[src/rtl/idct_mac_sched.sv]
// Row sequencer for the IDCT: buffers N samples, then time-shares one external
// shift-add multiplier over all N*N sample/coefficient pairs, emitting y[k] per row.
module idct_mac_sched #(
    parameter  int N     = 8,
    parameter  int ACC_W = 16 + $clog2(N),
    localparam int LN    = $clog2(N)
) (
    input  logic              clk,
    input  logic              rst,
    input  logic              s_valid,
    output logic              s_ready,
    input  logic [7:0]        s_data,
    output logic [2*LN-1:0]   coef_addr,
    input  logic [7:0]        coef_data,
    output logic [7:0]        mul_data,
    output logic [7:0]        mul_coef,
    input  logic [15:0]       mul_prod,
    output logic              m_valid,
    input  logic              m_ready,
    output logic [ACC_W-1:0]  m_data,
    output logic [LN-1:0]     m_index,
    output logic              busy
);

    typedef enum logic [1:0] {
        LOAD = 2'd0,
        MAC  = 2'd1,
        OUT  = 2'd2
    } state_t;

    state_t           state, state_nx;
    logic [LN-1:0]    cnt, cnt_nx;
    logic [LN-1:0]    k, k_nx;
    logic [ACC_W-1:0] acc, acc_nx;
    logic [7:0]       sbuf [N];
    logic             accept;

    assign accept = s_valid & s_ready;

    // NOTE: every signal assigned here gets a default first, so no path leaves
    // one unassigned and no latch is inferred.
    always_comb begin
        state_nx = state;
        cnt_nx   = cnt;
        k_nx     = k;
        acc_nx   = acc;
        case (state)
            LOAD: begin
                if (accept) begin
                    if (cnt == LN'(N - 1)) begin
                        cnt_nx   = '0;
                        k_nx     = '0;
                        state_nx = MAC;
                    end else begin
                        cnt_nx = cnt + 1'b1;
                    end
                end
            end
            MAC: begin
                // First product of a dot product restarts the sum; wraps modulo 2^ACC_W.
                acc_nx = (cnt == '0 ? '0 : acc) + {{(ACC_W-16){mul_prod[15]}}, mul_prod};
                if (cnt == LN'(N - 1)) begin
                    cnt_nx   = '0;
                    state_nx = OUT;
                end else begin
                    cnt_nx = cnt + 1'b1;
                end
            end
            OUT: begin
                if (m_ready) begin
                    if (k == LN'(N - 1)) begin
                        k_nx     = '0;
                        state_nx = LOAD;
                    end else begin
                        k_nx     = k + 1'b1;
                        state_nx = MAC;
                    end
                end
            end
            default: state_nx = LOAD;
        endcase
    end

    // NOTE: sequential state uses non-blocking assignments so every register
    // samples the pre-edge values regardless of statement order.
    always_ff @(posedge clk) begin
        if (rst) begin
            state <= LOAD;
            cnt   <= '0;
            k     <= '0;
            acc   <= '0;
        end else begin
            state <= state_nx;
            cnt   <= cnt_nx;
            k     <= k_nx;
            acc   <= acc_nx;
        end
    end

    // NOTE: the sample buffer is deliberately not reset; it is fully rewritten
    // in LOAD before any read, and a reset would stop it mapping onto RAM.
    always_ff @(posedge clk) begin
        if (accept) sbuf[cnt] <= s_data;
    end

    // Outputs decode the state, and rst forces them to zero within its own cycle.
    always_comb begin
        s_ready   = (state == LOAD) && !rst;
        busy      = (state == MAC || state == OUT) && !rst;
        m_valid   = (state == OUT) && !rst;
        m_data    = '0;
        m_index   = '0;
        coef_addr = '0;
        mul_data  = '0;
        mul_coef  = '0;
        if (!rst && state == MAC) begin
            coef_addr = {k, cnt};
            mul_data  = sbuf[cnt];
            mul_coef  = coef_data;
        end
        if (!rst && state == OUT) begin
            m_data  = acc;
            m_index = k;
        end
    end

endmodule
[config.mk]
export PLATFORM = sky130hd
export DESIGN_NAME = idct_mac_sched
export DESIGN_NICKNAME = d
export VERILOG_FILES = /design/src/rtl/idct_mac_sched.sv
export SDC_FILE = /design/constraint.sdc
export NUM_CORES = 1
export LEC_CHECK = 0
export BUFFER_PORTS_ARGS = -buffer_cell sky130_fd_sc_hd__buf_2
export CAP_MARGIN = 10
export CORE_MARGIN = 2
export CORE_UTILIZATION = 57
export DETAILED_ROUTE_END_ITERATION = 16
export PLACE_DENSITY = 0.8
export SYNTH_ARGS = -nofsm -noshare
export SYNTH_HDL_FRONTEND = slang
export SYNTH_SLANG_ARGS = --single-unit
export TNS_END_PERCENT = 100
[constraint.sdc]
create_clock -name clk -period 4.1 [get_ports clk]
set_input_delay 0.615 -clock clk [delete_from_list [all_inputs] [get_ports clk]]
set_output_delay 0.615 -clock clk [all_outputs]
set_load 0.03 [all_outputs]
# After elaboration in Yosys (flattened, before gate mapping)
# Memory sizes are Yosys's and may differ from the RTL's. A register that Yosys moved wholly into a read port is not among the register bits.
# Index checks and enable logic that the tools add are counted.
[op_classes] n_reduce_logical=13 n_mux=24 n_eq_ne=8 n_addsub=3 bitwise=1
[ops] cell="$mux W19" count=2
[ops] cell="$mux W3" count=9
[ops] cell="$add A19 B19 Y19" count=1
[ops] cell="$mux W8" count=2
[ops] cell="$pmux W3 S2" count=2
[ops] cell="$mux W2" count=4
[ops] cell="$ne A2 B2 Y1 const B" count=4
[ops] cell="$reduce_and A4 Y1" count=2
[ops] cell="$add A3 B1 Y3 const B" count=2
[ops] cell="$eq A3 B3 Y1 const B" count=2
[ops] cell="$mux W6" count=1
[ops] cell="$pmux W2 S3" count=1
[ops] cell="$logic_and A1 B1 Y1" count=4
[ops] cell="$reduce_bool A2 Y1" count=2
[ops] cell="$logic_not A3 Y1" count=1
[ops] cell="$mux W1" count=3
[ops] cell="$eq A2 B1 Y1 const B" count=1
[ops] cell="$eq A2 B2 Y1 const B" count=1
[ops] cell="$logic_not A2 Y1" count=1
[ops] cell="$reduce_and A2 Y1" count=1
[ops] cell="$and A1 B1 Y1" count=1
[ops] cell="$logic_not A1 Y1" count=1
[ops] cell="$logic_or A1 B1 Y1" count=1
[totals] mem_count=1 ff_bits=27 ram_bits=64 wordCells=54 inputBits=36 output_inout_bits=47
[memory_table] name="sbuf" depth=8 word_bits=8 read_ports=1 rd_ports_with_merged_regs=1 wr=1 line_no="35" source="logic [7:0] sbuf [N];"

# Longest topological paths before layout
# Gate-level depths: netlist of the first run.
[logic_depth] ltp_word=7 mapped_depth=15 mapped_depth_nobuf=14

# Least setup slack after synthesis of the first run
# Ideal clock, no wire load.
[synth_path] path_type="reg-to-reg" startpoint="register cnt[1]" endpoint="register acc[12]" arrival_time_ns=2.876 n_path_buf=2 synth_period_minus_slack_ns=2.998 setup_slack_ns=1.102 required_ns=3.978 setup_time_ns=0.122 stages_incl_launch_ff=15 cell_sequence="dfxtp_1 inv_1 ha_1 nand2b_1 clkbuf_1 clkbuf_1 nand2_1 fa_1 nand2b_1 a21oi_2 nor3_1 o21ai_2 a21boi_0 and4_1 a311o_1"
[synth_via] elab_chain_cells=3
[synth_lines] item="start, declared" line_no="32" source="logic [LN-1:0] cnt, cnt_nx;"
[synth_lines] item="start signal, assigned" line_no="94" source="cnt <= cnt_nx;"
[synth_lines] item="$logic_not A3 Y1" line_no="61" source="acc_nx = (cnt == '0 ? '0 : acc) + {{(ACC_W-16){mul_prod[15]}}, mul_prod};"
[synth_lines] item="$mux W19" line_no="61"
[synth_lines] item="$add A19 B19 Y19" line_no="61"
[synth_lines] item="end signal, assigned" line_no="96" source="acc <= acc_nx;"
[synth_lines] item="end, declared" line_no="34" source="logic [ACC_W-1:0] acc, acc_nx;"
# Every way passes these cells.
# A chain may end at the register's enable or synchronous reset.

# Final worst setup path of the first run
# Same ends and word-level chain as after synthesis.

==> impl_metrics.yaml, run 1 <==
sta:
  setup_violations: 0
  fin_crit_ps: 3276
  clock_skew_ps: 18.65
  fmax_mhz: 305.3
  period_share_pct: 79.89
  max-slew-margin-rel_pct: 41.12
  drv_slew: 0
  grt_setup_unrepaired: "false"
  fin_tns_setup_ps: 0
  final-hold-violation-count: 0
  tightest_slew_ps: 879.9
worst_setup_path:
  r2r_end: "acc[12]$_SDFFE_PP0P_"
  path_buf_inv: 2
  crit_chain: "inv_1, ha_1, nand2b_1, and2_1, ha_1, inv_1, fa_1, nand2b_1, a21oi_2, nor3_1, o21ai_2, a21boi_0, and4_1, a311o_1"
  cp-start-kind: "flop"
  timing.rr.start: "cnt[1]$_SDFFE_PP0P_"
  ff2ff_path_depth: 14
  crit_arrival_ps: 3540
  crit_type: "reg2reg"
  end_kind: "flop"
  worstPathMaxFanout: 9
  r2r_slack_ps: 820
  critPathRequiredTime_ps: 4360
  crit_family: "simple AND/OR/NAND/NOR gates"
  crit_start: "cnt[1]$_SDFFE_PP0P_"
  cpPeakStageDelay_ps: 460
  cp_slowest_cell: "dfxtp_1"
floorplanning:
  die_x_um: 98.46
  initial_core_util_pct: 58.61
  dieArea_mm2: 0.009694
  core-area_mm2: 0.008678
  die_h_um: 98.46
  fp-row-count: 34
  io_pins: 83
global_routing:
  top_usage_layer: "met2"
  grt-ovfl-total: 0
  grt_pass1_wl_um: 17680
  met3_usage_pct: 4.255
  met2_usage_pct: 40.40
  grtUsageMet1_pct: 29.64
  grt_pass1_vias: 3672
  grt_use_total_pct: 23.31
  grt_start_max_net_pins: 37
  antenna_found_initial: 0
clock_tree:
  cts_setup_buffers: 0
  cts.sinks: 94
  cts_resized: 0
  clk_latency_ps: 370
  cts_buffers: 9
  cts_buffer_depth: 2
  htree_num_levels: 3
  clkTransAtPathRegs_ps: 100
  cts.root.buffer_cell: "clkbuf_8"
  cts_hold_buf: 0
  tritoncts: "built"
layout:
  final_cells: 622
  final_cell_mix: "buf_2 (82), edfxtp_1 (64), and2_1 (42)"
  drive_above_1_share_pct: 26.65
  final_area_mm2: 0.005736
  layout.nets: 573
  multi_input_area_mm2: 0.002364
  num_antenna_cells: 0
  mostFrequentLayoutCell: "buf_2"
  nFillCells: 684
  syn_to_final_growth_pct: 12.77
  seq_area_mm2: 0.002522
run_status:
  status: "finished, final reports clean"
synth:
  synth_cell_types: 55
  synth_top_cell_area_share_pct: 37.79
  syn_avg_cell_area_um2: 11.72
  synth_edf_count: 64
  synth_nets: 498
  yosysSeqAreaShare_pct: 49.59
  synth.yosys.warnings: 0
  yosysTopAreaCell: "edfxtp_1"
  synth_flop_cell: "edfxtp_1"
  synthArstFlopShare_pct: 0
  synthesis.area_mm2: 0.005086
  synth_cells: 434
  synthTopCellsByArea: "edfxtp_1 (38%), dfxtp_1 (12%), mux4_2 (7.1%), ha_1 (6.6%), and2_1 (5.2%)"
  synth-seq-cells: 94
worst_hold_path:
  hold_path.class: "reg2reg"
  min_from: "acc[9]$_SDFFE_PP0P_"
  hold_end: "acc[9]$_SDFFE_PP0P_"
  hold_depth: 2
drt:
  vias: 3654
  drt_iter0_drc: 242
  wire_per_inst_um: 17.24
  wl_um: 10730
  final_antenna_net_count: 0
  first_pass_iters: 5
  vias_per_cell: 5.875
  drc: 0
place:
  routabilityCongestion: 0.8834
  portBuffers: 82
  dp.cells: 606
  hpwl_um: 7562
  place_area_mm2: 0.005537
pwr:
  power_leakage_nw: 2.378
  powerDensity_mw_per_mm2: 309.3
  total_power_mw: 1.774
  ir_drop_mv: 0.1610
flow_run:
  drv_cap: 0
==> flip-flops by register name (all words and copies together), names as in the netlist, named ones only <==
name   flops
acc       19
cnt        3
k          3
sbuf      64
state      2
==> area by class of cell <==
cell class | instances | area share, %
inverter | 14 | 0.9162
timing repair buffer | 89 | 8.072
clock buffer | 9 | 2.160
tap | 108 | 2.356
multi-input combinational | 301 | 41.21
clock inverter | 7 | 1.309
sequential | 94 | 43.98
==> metal layers <==
layer  share of wire [%]  up-vias
met2                  51      111
li1                    -     1766
met1                  43     1765
met5                   0        -
met4                 1.3        0
met3                 4.9       12
==> through the flow <==
step	utilization [%]	worst slack [ps]	hold slack (ps)
final	66.09	824.4	483.2
after global routing	66.09	586.5	496.0
after CTS	66.09	838.4	486.4
after detailed placement	63.80	878.1	469.7
after global placement	63.80	967.3	462.8
after floorplan	-	1102	442.8
==> cells in the mapped netlist, types with 3 or more instances <==
cell	instances
dfxtp_1	30
buf_6	5
nand2_1	16
a32oi_1	3
nand3_1	11
buf_2	3
nor3_1	12
and2_1	42
nor2_1	38
a21o_1	9
and3_1	14
inv_1	14
mux2i_1	21
a21oi_1	20
xnor2_1	4
o21ai_0	8
or3_1	4
edfxtp_1	64
o21ai_2	3
a21o_2	3
mux4_2	16
nand2b_1	4
xor2_1	3
ha_1	27
nand4_1	5
nor2b_1	4
clkbuf_1	13
==> worst max path at each step <==
| stage | slack, ps | cells past startpoint | endpoint |
|---|---|---|---|
| after global placement | 970 | 14 | acc[12]$_SDFFE_PP0P_ |
| after floorplan | 1100 | 14 | acc[12]$_SDFFE_PP0P_ |
| after global routing | 590 | 14 | acc[12]$_SDFFE_PP0P_ |
| after detailed placement | 880 | 14 | acc[12]$_SDFFE_PP0P_ |
| final | 820 | 14 | acc[12]$_SDFFE_PP0P_ |
| after CTS | 840 | 14 | acc[12]$_SDFFE_PP0P_ |
==> tightest hold or removal path: stages (launching register included) <==
cell and delay [ps]:
dfxtp_1 330, nand2_1 60, a21oi_1 50
==> power breakdown <==
group	leakage, nW	internal (mW)	switching [mW]
Clock	0.0981	0.240	0.364
Sequential	0.820	1.02	0.00994
Combinational	1.46	0.0596	0.0787
==> cell families (layout without fill, tap and decap cells) <==
kind of cell	after synthesis	after routing	share of synthesized area, %
buffers and inverters	39	119	3.936
DFF	94	94	49.59
muxes	37	37	11.22
AOI/OAI and AO/OA	72	72	10.43
xor gates and xnor gates	7	7	1.205
and+or+nand+nor	157	157	16.58
adders and majority gates	28	28	7.036
Note: power is estimated with default switching activity, not from simulation.
==> run 2, diff against run 1 <==
==> constraint.sdc (replaced) <==
create_clock -name clk -period 3.33 [get_ports clk]
set_input_delay 0.4995 -clock clk [delete_from_list [all_inputs] [get_ports clk]]
set_output_delay 0.4995 -clock clk [all_outputs]
set_load 0.03 [all_outputs]
==> run 2 against run 1 <==
Effect of this change: utilization up 0.42 points; combinational power up 26%; maximum frequency up 5.7%; routed wire length up 2.4%; global-route usage up 0.47 points; critical path type unchanged; sequential cell count unchanged; clock-buffer cell count unchanged; non-clock buffer count up 5; worst setup slack worse by 590 ps; critical endpoint unchanged; clock skew down 6.5 ps; sequential share of layout area down 0.25 points.
==> impl_metrics.yaml, run 2 (synthesis gave the netlist of run 1 again) <==
global_routing:
  grt_start_max_net_pins: 37
  antenna_found_initial: 0
  grt_pass1_vias: 3834
  grt-ovfl-total: 0
  grt_pass1_wl_um: 18290
  grt_use_total_pct: 23.79
layout:
  num_antenna_cells: 0
  regMostFlops: "sbuf"
  final_cell_mix: "buf_2 (82), edfxtp_1 (64), and2_1 (42)"
  drive_above_1_share_pct: 27.55
  largest_reg_flops: 64
  mostFrequentLayoutCell: "buf_2"
  final_cells: 627
  largestRegisters: "sbuf: 64 flops, acc: 19 flops"
  layout.nets: 578
  syn_to_final_growth_pct: 13.48
sta:
  grt_setup_unrepaired: "false"
  drv_slew: 0
  final-hold-violation-count: 0
  fmax_mhz: 322.8
  fin_crit_ps: 3098
  clock_skew_ps: 12.10
  setup_violations: 0
  tightest_slew_ps: 875.9
  final.setup.worst_slack_ps: 231.8
  period_share_pct: 93.04
  hold_ws_ps: 398.0
  fin_tns_setup_ps: 0
  max-slew-margin-rel_pct: 41.39
worst_setup_path:
  cp-start-kind: "flop"
  end_kind: "flop"
  cp_slowest_cell: "dfxtp_1"
  critPathRequiredTime_ps: 3580
  worstPathMaxFanout: 5
  cpPeakStageDelay_ps: 420
  crit_type: "reg2reg"
  crit_arrival_ps: 3350
  crit_chain: "inv_1, ha_1, nand2b_1, and2_1, ha_1, inv_1, fa_1, nand2b_1, a21oi_2, nor3_1, o21ai_2, a21boi_0, and4_1, a311o_1"
  ff2ff_path_depth: 14
drt:
  vias_per_cell: 5.864
  first_pass_iters: 5
  final_antenna_net_count: 0
  wl_um: 10990
  vias: 3677
  wire_per_inst_um: 17.52
  drc: 0
  drt_iter0_drc: 181
clock_tree:
  cts.sinks: 94
  cts_resized: 0
  cts_hold_buf: 0
  cts_buffers: 9
  tritoncts: "built"
  clkTransAtPathRegs_ps: 110
  cts_setup_buffers: 0
  cts_buffer_depth: 2
  htree_num_levels: 3
  cts.root.buffer_cell: "clkbuf_8"
  clk_latency_ps: 370
floorplanning:
  io_pins: 83
  dieArea_mm2: 0.009694
  core-area_mm2: 0.008678
  fp-row-count: 34
  die_x_um: 98.46
  die_h_um: 98.46
  initial_core_util_pct: 58.61
flow_run:
  drv_cap: 0
worst_hold_path:
  hold_path.class: "in2reg"
  hold_depth: 1
pwr:
  powerDensity_mw_per_mm2: 378.7
  ir_drop_mv: 0.2951
  power_leakage_nw: 2.404
place:
  routabilityCongestion: 0.9060
  place_ws_ps: 271.0
  dp.cells: 611
  hpwl_um: 7738
  portBuffers: 82
run_status:
  status: "finished, final reports clean"
==> run 2: per-layer routing <==
layer  share of wire [%]  GRT usage, %  vias up
met5                   0             0        -
met4                 1.1         6.112        0
met3                 5.0         4.397       13
met2                  51         42.28      120
met1                  43         30.20     1768
li1                    -             -     1776
==> run 2: power by group <==
group          total [mW]  switching [mW]  internal (mW)
Clock               0.741           0.446          0.295
Combinational       0.174          0.0991         0.0752
Sequential           1.27          0.0124           1.26
==> run 2: path summary, 6_finish.rpt <==
path / endpoint / slack, ps / startpoint
worst min-delay path: sbuf[5][6]$_DFFE_PP_ / 400 / s_data[6]
worst max register to register: acc[12]$_SDFFE_PP0P_ / 230 / cnt[0]$_SDFFE_PP0P_
worst min register to register: acc[11]$_SDFFE_PP0P_ / 480 / acc[11]$_SDFFE_PP0P_
worst max-delay path: acc[12]$_SDFFE_PP0P_ / 230 / cnt[0]$_SDFFE_PP0P_
==> run 2: cell type report <==
type	instances	area (um2)
clock buffers	9	123.9
clock inverters	7	72.57
fillers	695	2907
inverters	14	52.55
multi-input cells	301	2364
flip-flops and latches	94	2524
well taps	108	135.1
repair buffers	94	500.5
==> run 2: through the flow <==
step | area, um2 | total power [mW] | utilization (%)
2_1_floorplan | 5086 | 1.409 | -
3_3_place_gp | 5574 | 1.464 | 64.23
3_5_place_dp | 5574 | 1.472 | 64.23
4_1_cts | 5771 | 2.205 | 66.49
5_1_grt | 5772 | 2.274 | 66.51
6_report | 5772 | 2.186 | 66.51
==> run 2: critical path, delay by kind of cell, from the launching register on <==
kind / cells / cell delay [ps]
AOI/OAI and AO/OA: 4 / 890
adders and majority gates: 3 / 750
buffers and inverters: 2 / 160
DFF: 1 / 420
and+or+nand+nor: 5 / 760
==> run 3, diff against run 2 <==
--- a/config.mk
+++ b/config.mk
@@ -8,9 +8,10 @@
 export BUFFER_PORTS_ARGS = -buffer_cell sky130_fd_sc_hd__buf_2
 export CAP_MARGIN = 10
 export CORE_MARGIN = 2
-export CORE_UTILIZATION = 57
+export CORE_UTILIZATION = 60
 export DETAILED_ROUTE_END_ITERATION = 16
-export PLACE_DENSITY = 0.8
+export PLACE_DENSITY = 0.84
+export REMOVE_ABC_BUFFERS = 1
 export SYNTH_ARGS = -nofsm -noshare
 export SYNTH_HDL_FRONTEND = slang
 export SYNTH_SLANG_ARGS = --single-unit
==> constraint.sdc (replaced) <==
create_clock -name clk -period 3.6 [get_ports clk]
set_input_delay 0.54 -clock clk [delete_from_list [all_inputs] [get_ports clk]]
set_output_delay 0.54 -clock clk [all_outputs]
set_load 0.03 [all_outputs]
==> run 3 against run 2 <==
Effect of this change: final area decreased by 0.82%; register-to-register slack better by 270 ps; sequential share of layout area increased by 0.34 points; non-clock buffer count shrank 4; clock-buffer cell count is the same; sequential power down 7%; worst setup slack better by 270 ps; clock power down 10%; combinational power fell by 9.8%; critical endpoint unchanged.
==> impl_metrics.yaml, run 3 (synthesis gave the netlist of run 1 again) <==
run_status:
  status: "finished, final reports clean"
clock_tree:
  cts.root.buffer_cell: "clkbuf_8"
  cts_buffer_depth: 2
  cts_buffers: 9
  cts.sinks: 94
  clkTransAtPathRegs_ps: 100
  cts_hold_buf: 0
  clk_latency_ps: 380
  htree_num_levels: 3
  cts_resized: 0
  tritoncts: "built"
  cts_setup_buffers: 0
drt:
  wl_um: 11050
  final_antenna_net_count: 0
  drc: 0
  wire_per_inst_um: 17.82
  drt_iter0_drc: 247
  first_pass_iters: 4
  vias: 3639
  vias_per_cell: 5.869
sta:
  drv_slew: 0
  grt_setup_unrepaired: "false"
  clock_skew_ps: 16.01
  period_share_pct: 85.94
  final-hold-violation-count: 0
  fmax_mhz: 323.2
  fin_crit_ps: 3094
  fin_tns_setup_ps: 0
  setup_violations: 0
  tightest_slew_ps: 934.5
  final.setup.worst_slack_ps: 506.2
  max-slew-margin-rel_pct: 37.47
worst_setup_path:
  crit_type: "reg2reg"
  crit_top_cell: "nand2b_1"
  crit_arrival_ps: 3360
  crit_family: "compound AO/OA/AOI/OAI gates"
  critPathRequiredTime_ps: 3860
  cp_slowest_cell: "dfxtp_1"
  path_buf_inv: 2
  cpPeakStageDelay_ps: 450
  end_kind: "flop"
  worstPathMaxFanout: 19
  crit_chain: "inv_1, ha_1, nand2b_1, buf_4, nand2_1, fa_1, nand2b_1, a21oi_2, nor3_1, o21ai_2, a21boi_0, and4_1, a311o_1"
  cp-start-kind: "flop"
global_routing:
  grt-ovfl-total: 0
  grtUsageMet1_pct: 35.29
  grt_pass1_vias: 3502
  grt_use_total_pct: 25.45
  grt_start_max_net_pins: 31
  top_usage_layer: "met2"
  met3_usage_pct: 4.464
  grt_pass1_wl_um: 17400
  met2_usage_pct: 40.34
  antenna_found_initial: 0
layout:
  final_area_mm2: 0.005724
  regMostFlops: "sbuf"
  num_antenna_cells: 0
  drive_above_1_share_pct: 26.80
  largest_reg_flops: 64
  largestRegisters: "sbuf: 64 flops, acc: 19 flops"
  layout.nets: 574
  post-route-util_pct: 69.67
  mostFrequentLayoutCell: "buf_2"
  syn_to_final_growth_pct: 12.55
  final_cell_mix: "buf_2 (82), edfxtp_1 (64), and2_1 (42)"
place:
  portBuffers: 82
  hpwl_um: 7908
  routabilityCongestion: 0.8843
  place_ws_ps: 539.3
  place_area_mm2: 0.005540
floorplanning:
  core-area_mm2: 0.008217
  dieArea_mm2: 0.009229
  io_pins: 83
  die_h_um: 96.07
  die_x_um: 96.07
  fp-row-count: 33
  initial_core_util_pct: 61.90
pwr:
  power_leakage_nw: 2.382
  ir_drop_mv: 0.2346
  powerDensity_mw_per_mm2: 348.9
worst_hold_path:
  hold_path.class: "in2reg"
flow_run:
  drv_cap: 0
[run 3: changes by cell type in the layout (fill, tap and decap cells not counted), sizes merged]
| cell | before | now |
|---|---|---|
| buf | 94 | 90 |
| clkinvlp | 1 | 0 |
| inv | 18 | 19 |
[run 3: worst reg2reg max path, stage by stage, from the launching register on]
cell and delay (ps):
dfxtp_1 450, inv_1 110, ha_1 190, nand2b_1 80, buf_4 220, nand2_1 120, fa_1 420, nand2b_1 180
a21oi_2 230, nor3_1 110, o21ai_2 230, a21boi_0 170, and4_1 220, a311o_1 250
[run 3: report_power, final]
group / internal (mW) / switching, mW / leakage, nW / total (mW)
clock network: 0.266 / 0.400 / 0.0969 / 0.665
registers: 1.16 / 0.0112 / 0.820 / 1.18
logic: 0.0685 / 0.0885 / 1.46 / 0.157
[run 3: final timing paths]
check	cells after the start	slack, ps	start	to
setup / recovery	13	510	cnt[1]$_SDFFE_PP0P_	acc[12]$_SDFFE_PP0P_
hold / removal	1	430	s_data[4]	sbuf[5][4]$_DFFE_PP_
setup reg to reg	13	510	cnt[1]$_SDFFE_PP0P_	acc[12]$_SDFFE_PP0P_
hold reg to reg	2	490	acc[11]$_SDFFE_PP0P_	acc[11]$_SDFFE_PP0P_
[run 3: final cells by class]
type	count	area, um2
clock inverters	7	60.06
multi-input cells	301	2364
well taps	105	131.4
repair buffers	90	470.5
fillers	578	2492
inverters	14	52.55
clock buffers	9	123.9
flip-flops and latches	94	2522
[run 3: stage by stage]
step / hold slack (ps) / instances / power (mW)
after floorplan: 438.7 / 409 / 1.289
after global placement: 463.0 / 604 / 1.350
after detailed placement: 478.4 / 604 / 1.357
after CTS: 412.4 / 620 / 2.011
after global routing: 437.1 / 620 / 2.071
final: 426.0 / 620 / 1.997
[run 3: routing by layer]
layer / wire length, um / part of all wire, %
met3: 665 / 6.0
met1: 4825 / 44
met5: 0 / 0
met2: 5349 / 48
met4: 206 / 1.9
